--- config.mk ---
export PLATFORM = sky130hd
export DESIGN_NAME = alu_serial_seq
export DESIGN_NICKNAME = d
export VERILOG_FILES = /design/src/rtl/alu_pkg.sv /design/src/rtl/msb_alu.sv /design/src/rtl/alu_serial_seq.sv
export SDC_FILE = /design/constraint.sdc
export NUM_CORES = 1
export LEC_CHECK = 0
export ABC_AREA = 1
export CAP_MARGIN = 0
export CORE_MARGIN = 8
export CORE_UTILIZATION = 55
export CTS_BUF_LIST = sky130_fd_sc_hd__clkbuf_4
export DETAILED_ROUTE_END_ITERATION = 7
export PLACE_DENSITY = 0.9
export SYNTH_ARGS = -nofsm -noshare
export SYNTH_HDL_FRONTEND = slang
export SYNTH_HIERARCHICAL = 1
export SYNTH_SLANG_ARGS = --single-unit
--- constraint.sdc ---
create_clock -name clk -period 5.66 [get_ports clk]
set_input_delay 1.698 -clock clk [delete_from_list [all_inputs] [get_ports clk]]
set_output_delay 1.698 -clock clk [all_outputs]
set_load 0.005 [all_outputs]
--- src/rtl/alu_pkg.sv ---
// Shared ALU op encodings, op-class helpers and the serial sequencer state enum.
package alu_pkg;

  localparam logic [3:0] ALU_AND  = 4'b0000;
  localparam logic [3:0] ALU_OR   = 4'b0001;
  localparam logic [3:0] ALU_ADD  = 4'b0010;
  localparam logic [3:0] ALU_XOR  = 4'b0011;
  localparam logic [3:0] ALU_SLTU = 4'b0101;
  localparam logic [3:0] ALU_SUB  = 4'b0110;
  localparam logic [3:0] ALU_SLT  = 4'b0111;

  typedef enum logic [1:0] {IDLE, RUN, CMP, DONE} state_t;

  function automatic logic is_arith(input logic [3:0] op);
    return (op == ALU_ADD) || (op == ALU_SUB);
  endfunction

  function automatic logic is_cmp(input logic [3:0] op);
    return (op == ALU_SLT) || (op == ALU_SLTU);
  endfunction

  // B is inverted (and carry seeded with 1) for subtract and both compares.
  function automatic logic needs_bneg(input logic [3:0] op);
    return (op == ALU_SUB) || is_cmp(op);
  endfunction

  function automatic logic is_legal(input logic [3:0] op);
    return (op == ALU_AND) || (op == ALU_OR) || (op == ALU_XOR) || is_arith(op) || is_cmp(op);
  endfunction

endpackage

--- src/rtl/msb_alu.sv ---
// One-bit ALU slice with MSB extras: set (sum xor overflow) and signed overflow.
module msb_alu
  import alu_pkg::*;
(
  input  logic       a,
  input  logic       b,
  input  logic       bneg,
  input  logic       cin,
  input  logic       less,
  input  logic [3:0] ctrl,
  output logic       res,
  output logic       cout,
  output logic       set,
  output logic       over
);

  logic bb;
  logic sum;

  assign bb   = b ^ bneg;
  assign sum  = a ^ bb ^ cin;
  assign cout = (a & bb) | (a & cin) | (bb & cin);
  assign over = cin ^ cout;
  assign set  = sum ^ over;

  always_comb begin
    res = 1'b0;
    case (ctrl)
      ALU_AND:  res = a & b;
      ALU_OR:   res = a | b;
      ALU_ADD,
      ALU_SUB:  res = sum;
      ALU_XOR:  res = a ^ b;
      ALU_SLT,
      ALU_SLTU: res = less;
      default:  res = 1'b0;
    endcase
  end

endmodule

--- src/rtl/alu_serial_seq.sv ---
// Bit-serial ALU sequencer: walks msb_alu across WIDTH bits LSB first, then resolves SLT/SLTU.
module alu_serial_seq
  import alu_pkg::*;
#(
  parameter int WIDTH = 32,
  parameter int CW    = $clog2(WIDTH)
) (
  input  logic             clk,
  input  logic             rst_n,
  input  logic             start,
  input  logic [3:0]       op,
  input  logic [WIDTH-1:0] a,
  input  logic [WIDTH-1:0] b,
  output logic             busy,
  output logic             done,
  output logic [WIDTH-1:0] result,
  output logic             zero,
  output logic             overflow,
  output logic             cout,
  output logic             err
);

  state_t           state, state_nx;
  logic [WIDTH-1:0] a_sh, b_sh, res_sh, res_sh_nx;
  logic [3:0]       op_r;
  logic [CW-1:0]    cnt;
  logic             carry;
  logic             ovf_f, set_f, cout_f;
  logic             ovf_nx, cout_nx;
  logic             s_res, s_cout, s_set, s_over;
  logic             last, lt, enter_done;

  msb_alu u_slice (
    .a    (a_sh[0]),
    .b    (b_sh[0]),
    .bneg (needs_bneg(op_r)),
    .cin  (carry),
    .less (1'b0),
    .ctrl (op_r),
    .res  (s_res),
    .cout (s_cout),
    .set  (s_set),
    .over (s_over)
  );

  assign last = (cnt == CW'(WIDTH - 1));
  // No borrow out of the MSB means a >= b unsigned.
  assign lt   = (op_r == ALU_SLT) ? set_f : ~cout_f;

  always_comb begin
    state_nx  = state;
    res_sh_nx = res_sh;
    case (state)
      IDLE: begin
        if (start) begin
          if (is_legal(op)) begin
            state_nx = RUN;
          end else begin
            state_nx  = DONE;
            res_sh_nx = '0;
          end
        end
      end
      RUN: begin
        res_sh_nx = {s_res, res_sh[WIDTH-1:1]};
        if (last) state_nx = is_cmp(op_r) ? CMP : DONE;
      end
      CMP: begin
        res_sh_nx = {{(WIDTH-1){1'b0}}, lt};
        state_nx  = DONE;
      end
      DONE:    state_nx = IDLE;
      default: state_nx = IDLE;
    endcase
  end

  assign enter_done = (state_nx == DONE) && (state != DONE);
  assign ovf_nx     = (state == RUN) ? s_over : ovf_f;
  assign cout_nx    = (state == RUN) ? s_cout : cout_f;

  always_ff @(posedge clk or negedge rst_n) begin
    if (!rst_n) begin
      state  <= IDLE;
      a_sh   <= '0;
      b_sh   <= '0;
      res_sh <= '0;
      op_r   <= '0;
      cnt    <= '0;
      carry  <= 1'b0;
      ovf_f  <= 1'b0;
      set_f  <= 1'b0;
      cout_f <= 1'b0;
    end else begin
      state  <= state_nx;
      res_sh <= res_sh_nx;
      if (state == IDLE && start) begin
        a_sh  <= a;
        b_sh  <= b;
        op_r  <= op;
        carry <= needs_bneg(op);
        cnt   <= '0;
      end else if (state == RUN) begin
        a_sh  <= a_sh >> 1;
        b_sh  <= b_sh >> 1;
        carry <= s_cout;
        cnt   <= cnt + CW'(1);
        if (last) begin
          ovf_f  <= s_over;
          set_f  <= s_set;
          cout_f <= s_cout;
        end
      end
    end
  end

  // Visible outputs change only on the edge that enters DONE.
  always_ff @(posedge clk or negedge rst_n) begin
    if (!rst_n) begin
      result   <= '0;
      zero     <= 1'b1;
      overflow <= 1'b0;
      cout     <= 1'b0;
      err      <= 1'b0;
    end else if (enter_done) begin
      result   <= res_sh_nx;
      zero     <= (res_sh_nx == '0);
      if (state == IDLE) begin
        overflow <= 1'b0;
        cout     <= 1'b0;
        err      <= 1'b1;
      end else begin
        overflow <= is_arith(op_r) & ovf_nx;
        cout     <= (is_arith(op_r) | is_cmp(op_r)) & cout_nx;
        err      <= 1'b0;
      end
    end
  end

  assign busy = (state == RUN) || (state == CMP);
  assign done = (state == DONE);

endmodule

==> results_dict.tcl, run 1 <==
set metrics [dict create \
    status "finished, final reports clean" \
    yosys-top-cells-count "182 x o21ai_0, 146 x dfrtp_1, 116 x inv_1, 116 x nand2_1, 59 x nor2_1" \
    fin_ws_ns 1.98 \
    cts_tree "yes" \
    finalCritPeriodShare 0.650 \
    path_clk_slew_ns 0.13 \
    yosysWarnings 6 \
    vias 5525 \
    finalNetCount 951 \
    path_class "reg2out" \
    startpoint_type "register" \
    port_buffers 108 \
    final_util 0.673 \
    clk_path_buf_depth 2 \
    cts_htree_levels 4 \
    synth_top_family_by_area "compound AO/OA/AOI/OAI gates" \
    synth_fa_ha_area_frac 0.0210 \
    cts_buffers 17 \
    irDropWorstVdd_v 0.000273 \
    reg2reg_depth 10 \
    synth_most_common_cell "o21ai_0" \
    drive_gt1_frac 0.0589 \
    avgSynthCellArea_um2 8.55 \
    root_buffer "clkbuf_4" \
    clock_skew_ns 0.0214 \
    viasPerCell 5.36 \
    p_total_mw 3.74 \
    reg2reg_to "result[14]" \
    async_flop_share 1.00 \
    cp_max_fo 5 \
    synth-simple-area-share 0.128 \
    syn_area_mm2 0.00668 \
    hold_path_end "zero" \
    seq_area_frac_synth 0.551 \
    cellLeakagePower_nw 3.93 \
    fin_crit_ns 3.68 \
    firstDrtPassIters 7 \
    ys_ff_latch 147 \
    die_area_mm2 0.0159 \
    max-cap-violations 0 \
    cp-end-kind "primary output" \
    hpwl_um 10200 \
    r2r_slack_ns 2.48 \
    timing.setup.tns_ns 0 \
    syn_to_final_growth_pct 20.1 \
    yosysTopAreaCellShare 0.547 \
    grt_pass1_wl_um 25100 \
    finalHoldViolations 0 \
    min-delay-start "zero" \
    antenna_found_initial 0 \
    cts_hold_buf 0 \
    slew_violations 0 \
    rows 40 \
    ctsResizeCount 0 \
    grt-ovfl-total 0 \
    crit-reg2reg-launch "state[1]" \
    diodes 0 \
    hold_path_depth 2 \
    critPathLaunch "state[1]" \
    die_h_um 126 \
    synthCells 781 \
    gp_congestion 0.810 \
    placed_cells 998 \
    synth-xor-area-share 0.00262 \
    yosysTopAreaCell "dfrtp_1" \
    instances_no_fill 1030 \
    arrival_ns 1.98 \
    clock_sinks 147 \
    grtUsageTotal 0.191 \
    hp-class "reg2reg" \
    dieWidth_um 126 \
    synth_edf_count 0 \
    pre_cts_ws_ns 1.61 \
    avgRoutedWirePerCell_um 14.4 \
    grt_pass1_vias 5374 \
    clk_latency_ns 0.54 \
    grt_max_degree 120 \
    worst_pin_slew_ns 1.06 \
    setup_viol 0 \
    synth_compound_area_frac 0.197 \
    ios 109 \
    synthMuxAreaShare 0 \
    nFillCells 959 \
    power.density_mw_per_mm2 467 \
    wirelength_um 14800 \
    final_antenna_net_count 0 \
    synth_cell_types 38 \
    coreArea_mm2 0.0119 \
    drc 0 \
    drt_iter0_drc 455 \
    synth.net_count 862 \
    slew_headroom 0.296 \
    cts_setup_buffers 0 \
    synth_area_leaders "dfrtp_1 55%, o21ai_0 14%, inv_1 6.5%" \
    required_ns 3.96 \
    fmax_ghz 0.272 \
    rsz0062_at_grt "false" \
    start_util 0.561 \
    synthFlopType "dfrtp_1" \
]
layer usage:
metal	share of wire	global-route usage
met5	0	0
met4	0.021	0.0764
met3	0.064	0.0608
met2	0.47	0.293
met1	0.44	0.247
state kept, by name, indices dropped and copies added (netlist names):
| register | cells |
|---|---|
| b_sh | 32 |
| cout | 1 |
| cout_f | 1 |
| cnt | 5 |
| set_f | 1 |
| overflow | 1 |
| err | 1 |
| carry | 1 |
| res_sh | 32 |
| result | 32 |
| state | 2 |
| a_sh | 32 |
| zero | 1 |
| ovf_f | 1 |
| op_r | 4 |
cell families after synthesis:
kind of cell,after synthesis
AO/OA/AOI/OAI,251
AND/OR/NAND/NOR,207
buffers and inverters,163
flip-flops,147
adder cells (fa/ha/maj),10
XOR/XNOR,2
other,1
power breakdown:
part,switching [mW],internal (mW)
Sequential,0.166,1.41
Combinational,0.985,0.585
Clock,0.412,0.185
Total,1.56,2.18
worst max-delay path, stage by stage, from the launching register on:
cell	delay, ns
dfrtp_1	0.43
ha_1	0.41
clkdlybuf4s50_1	0.61
through the flow:
step | hold slack (ns) | area, um2
after floorplan | 0.435 | 6680
after global placement | 0.451 | 7770
after detailed placement | 0.473 | 7770
after CTS | 0.494 | 8020
after global routing | 0.508 | 8020
final | 0.495 | 8020
worst max-delay path by stage:
stage,end,cells after the start
after floorplan,zero,15
after global routing,done,2
after global placement,result[25],9
final,done,2
after CTS,done,2
after detailed placement,result[25],9
cells in the final DEF, fill, tap and decap left out, types with 3 or more instances in the layout:
master / netlist / layout
o21ai_0: 182 / 182
dfrtp_1: 146 / 146
inv_1: 116 / 116
nand2_1: 116 / 116
clkdlybuf4s50_1: 0 / 107
nor2_1: 59 / 59
a21oi_1: 27 / 27
nand3_1: 20 / 20
clkbuf_4: 0 / 17
o21ai_1: 15 / 15
a31oi_1: 13 / 13
ha_1: 8 / 8
inv_2: 4 / 4
a21oi_2: 4 / 4
inv_6: 0 / 4
clkinvlp_4: 0 / 4
buf_4: 2 / 4
nand2_4: 2 / 3
nor3_1: 3 / 3
inv_8: 0 / 3
area by class of cell:
cell class / instances / area (um2) / area share
multi-input combinational: 471 / 2340 / 0.291
inverter: 121 / 457 / 0.0569
sequential: 147 / 3680 / 0.459
tap: 147 / 184 / 0.0229
timing repair buffer: 112 / 1110 / 0.139
clock buffer: 17 / 128 / 0.0159
clock inverter: 15 / 124 / 0.0154
Note: power is estimated with default switching activity, not from simulation.
==> inputs of run 2 (changes only) <==
- clock period: 5.66 -> 3.7 ns (I/O delays scaled with it)
==> results_dict.tcl, run 2 (synthesis results as in run 1) <==
set metrics [dict create \
    irDropWorstVdd_v 0.000341 \
    slew_violations 0 \
    dieWidth_um 126 \
    grt_pass1_wl_um 25200 \
    avgRoutedWirePerCell_um 14.3 \
    final_cell_mix "182 x o21ai_0, 146 x dfrtp_1, 116 x inv_1, 116 x nand2_1, 107 x clkdlybuf4s50_1" \
    required_ns 2.59 \
    grt_max_degree 85 \
    diodes 0 \
    coreArea_mm2 0.0119 \
    gp_congestion 0.820 \
    arrival_ns 1.91 \
    hold_path_end "result[13]" \
    finalHoldViolations 0 \
    port_buffers 108 \
    worst_pin_slew_ns 0.709 \
    wirelength_um 14800 \
    hold-worst-slack_ns 0.496 \
    clock_skew_ns 0.0230 \
    status "finished, final reports clean" \
    antenna_found_initial 0 \
    die_area_mm2 0.0159 \
    syn_to_final_growth_pct 21.3 \
    clk_latency_ns 0.56 \
    cts_buffers 17 \
    die_h_um 126 \
    path_class "reg2out" \
    slew_headroom 0.528 \
    final_common_cell "o21ai_0" \
    grt_pass1_vias 5463 \
    cts_setup_buffers 0 \
    grtUsageTotal 0.193 \
    finalCritPeriodShare 0.815 \
    startpoint_type "register" \
    crit-reg2reg-launch "op_r[3]" \
    instances_no_fill 1035 \
    ctsResizeCount 0 \
    hold_path_depth 2 \
    power.density_mw_per_mm2 721 \
    clk_path_buf_depth 2 \
    r2r_slack_ns 1.05 \
    rows 40 \
    vias 5540 \
    root_buffer "clkbuf_4" \
    drive_gt1_frac 0.0619 \
    clock_sinks 147 \
    cp-end-kind "primary output" \
    final_util 0.680 \
    hp-class "reg2reg" \
    cp_max_fo 5 \
    drt_iter0_drc 430 \
    cts_tree "yes" \
    max-cap-violations 0 \
    hpwl_um 10300 \
    finalNetCount 956 \
    final_antenna_net_count 0 \
    min-delay-start "result[13]" \
    path_clk_slew_ns 0.11 \
    cts_htree_levels 4 \
    fmax_ghz 0.332 \
    cts_hold_buf 0 \
    cellLeakagePower_nw 3.99 \
    reg2reg_to "zero" \
    drc 0 \
    placed_cells 1003 \
    firstDrtPassIters 7 \
    setup_viol 0 \
    ios 109 \
    reg2reg_depth 17 \
    fin_crit_ns 3.02 \
    grt-ovfl-total 0 \
    rsz0062_at_grt "false" \
    start_util 0.561 \
    timing.setup.tns_ns 0 \
    viasPerCell 5.35 \
]
[run 2: cell count changes in the layout (fill, tap and decap cells not counted), moves of 2 or more]
cell | previous run | this run
buf_4 | 4 | 8
clkinv_2 | 0 | 3
bufinv_16 | 0 | 3
clkinvlp_4 | 4 | 2
clkbuf_4 | 17 | 19
inv_8 | 3 | 0
inv_6 | 4 | 0
clkinv_1 | 2 | 4
[run 2: power by group]
| part | leakage (nW) | internal, mW | switching, mW |
|---|---|---|---|
| Sequential | 1.86 | 2.15 | 0.253 |
| Combinational | 1.98 | 0.926 | 1.49 |
| Clock | 0.152 | 0.471 | 0.548 |
| Total | 3.99 | 3.55 | 2.29 |
[run 2: worst max path at each step]
stage                  start  endpoint  slack, ns  cells after the start
global route        state[1]      done       0.59                      2
detailed placement     op[3]      zero       0.63                     15
CTS                 state[1]      done       0.65                      2
floorplan            op_r[3]      zero       1.44                     17
global placement       op[3]      zero       0.69                     15
finish              state[1]      done       0.68                      2
[run 2: area by class of cell]
class,count,area (um2)
clock buffers,19,143
clock inverters,13,144
fillers,909,3810
inverters,121,457
multi-input cells,471,2340
flip-flops and latches,147,3680
well taps,147,184
repair buffers,117,1160
[run 2: critical path: stages (launching register included)]
cell and delay [ns]:
dfrtp_1 0.41, ha_1 0.37, clkdlybuf4s50_1 0.58
[run 2: metrics by stage]
step	worst slack (ns)	power, mW	cell area (um2)
floorplan	1.44	4.14	6680
global placement	0.689	4.72	7820
detailed placement	0.631	4.86	7820
CTS	0.647	5.89	8110
global route	0.586	6.37	8110
finish	0.683	5.84	8110
[run 2: metal layers]
metal | wire, um | vias up | share of wire | global-route usage
met5 | 0 | - | 0 | 0
met4 | 315 | 0 | 0.021 | 0.0750
met3 | 855 | 27 | 0.058 | 0.0591
met2 | 7040 | 162 | 0.48 | 0.306
met1 | 6560 | 2645 | 0.44 | 0.243
li1 | - | 2706 | - | -
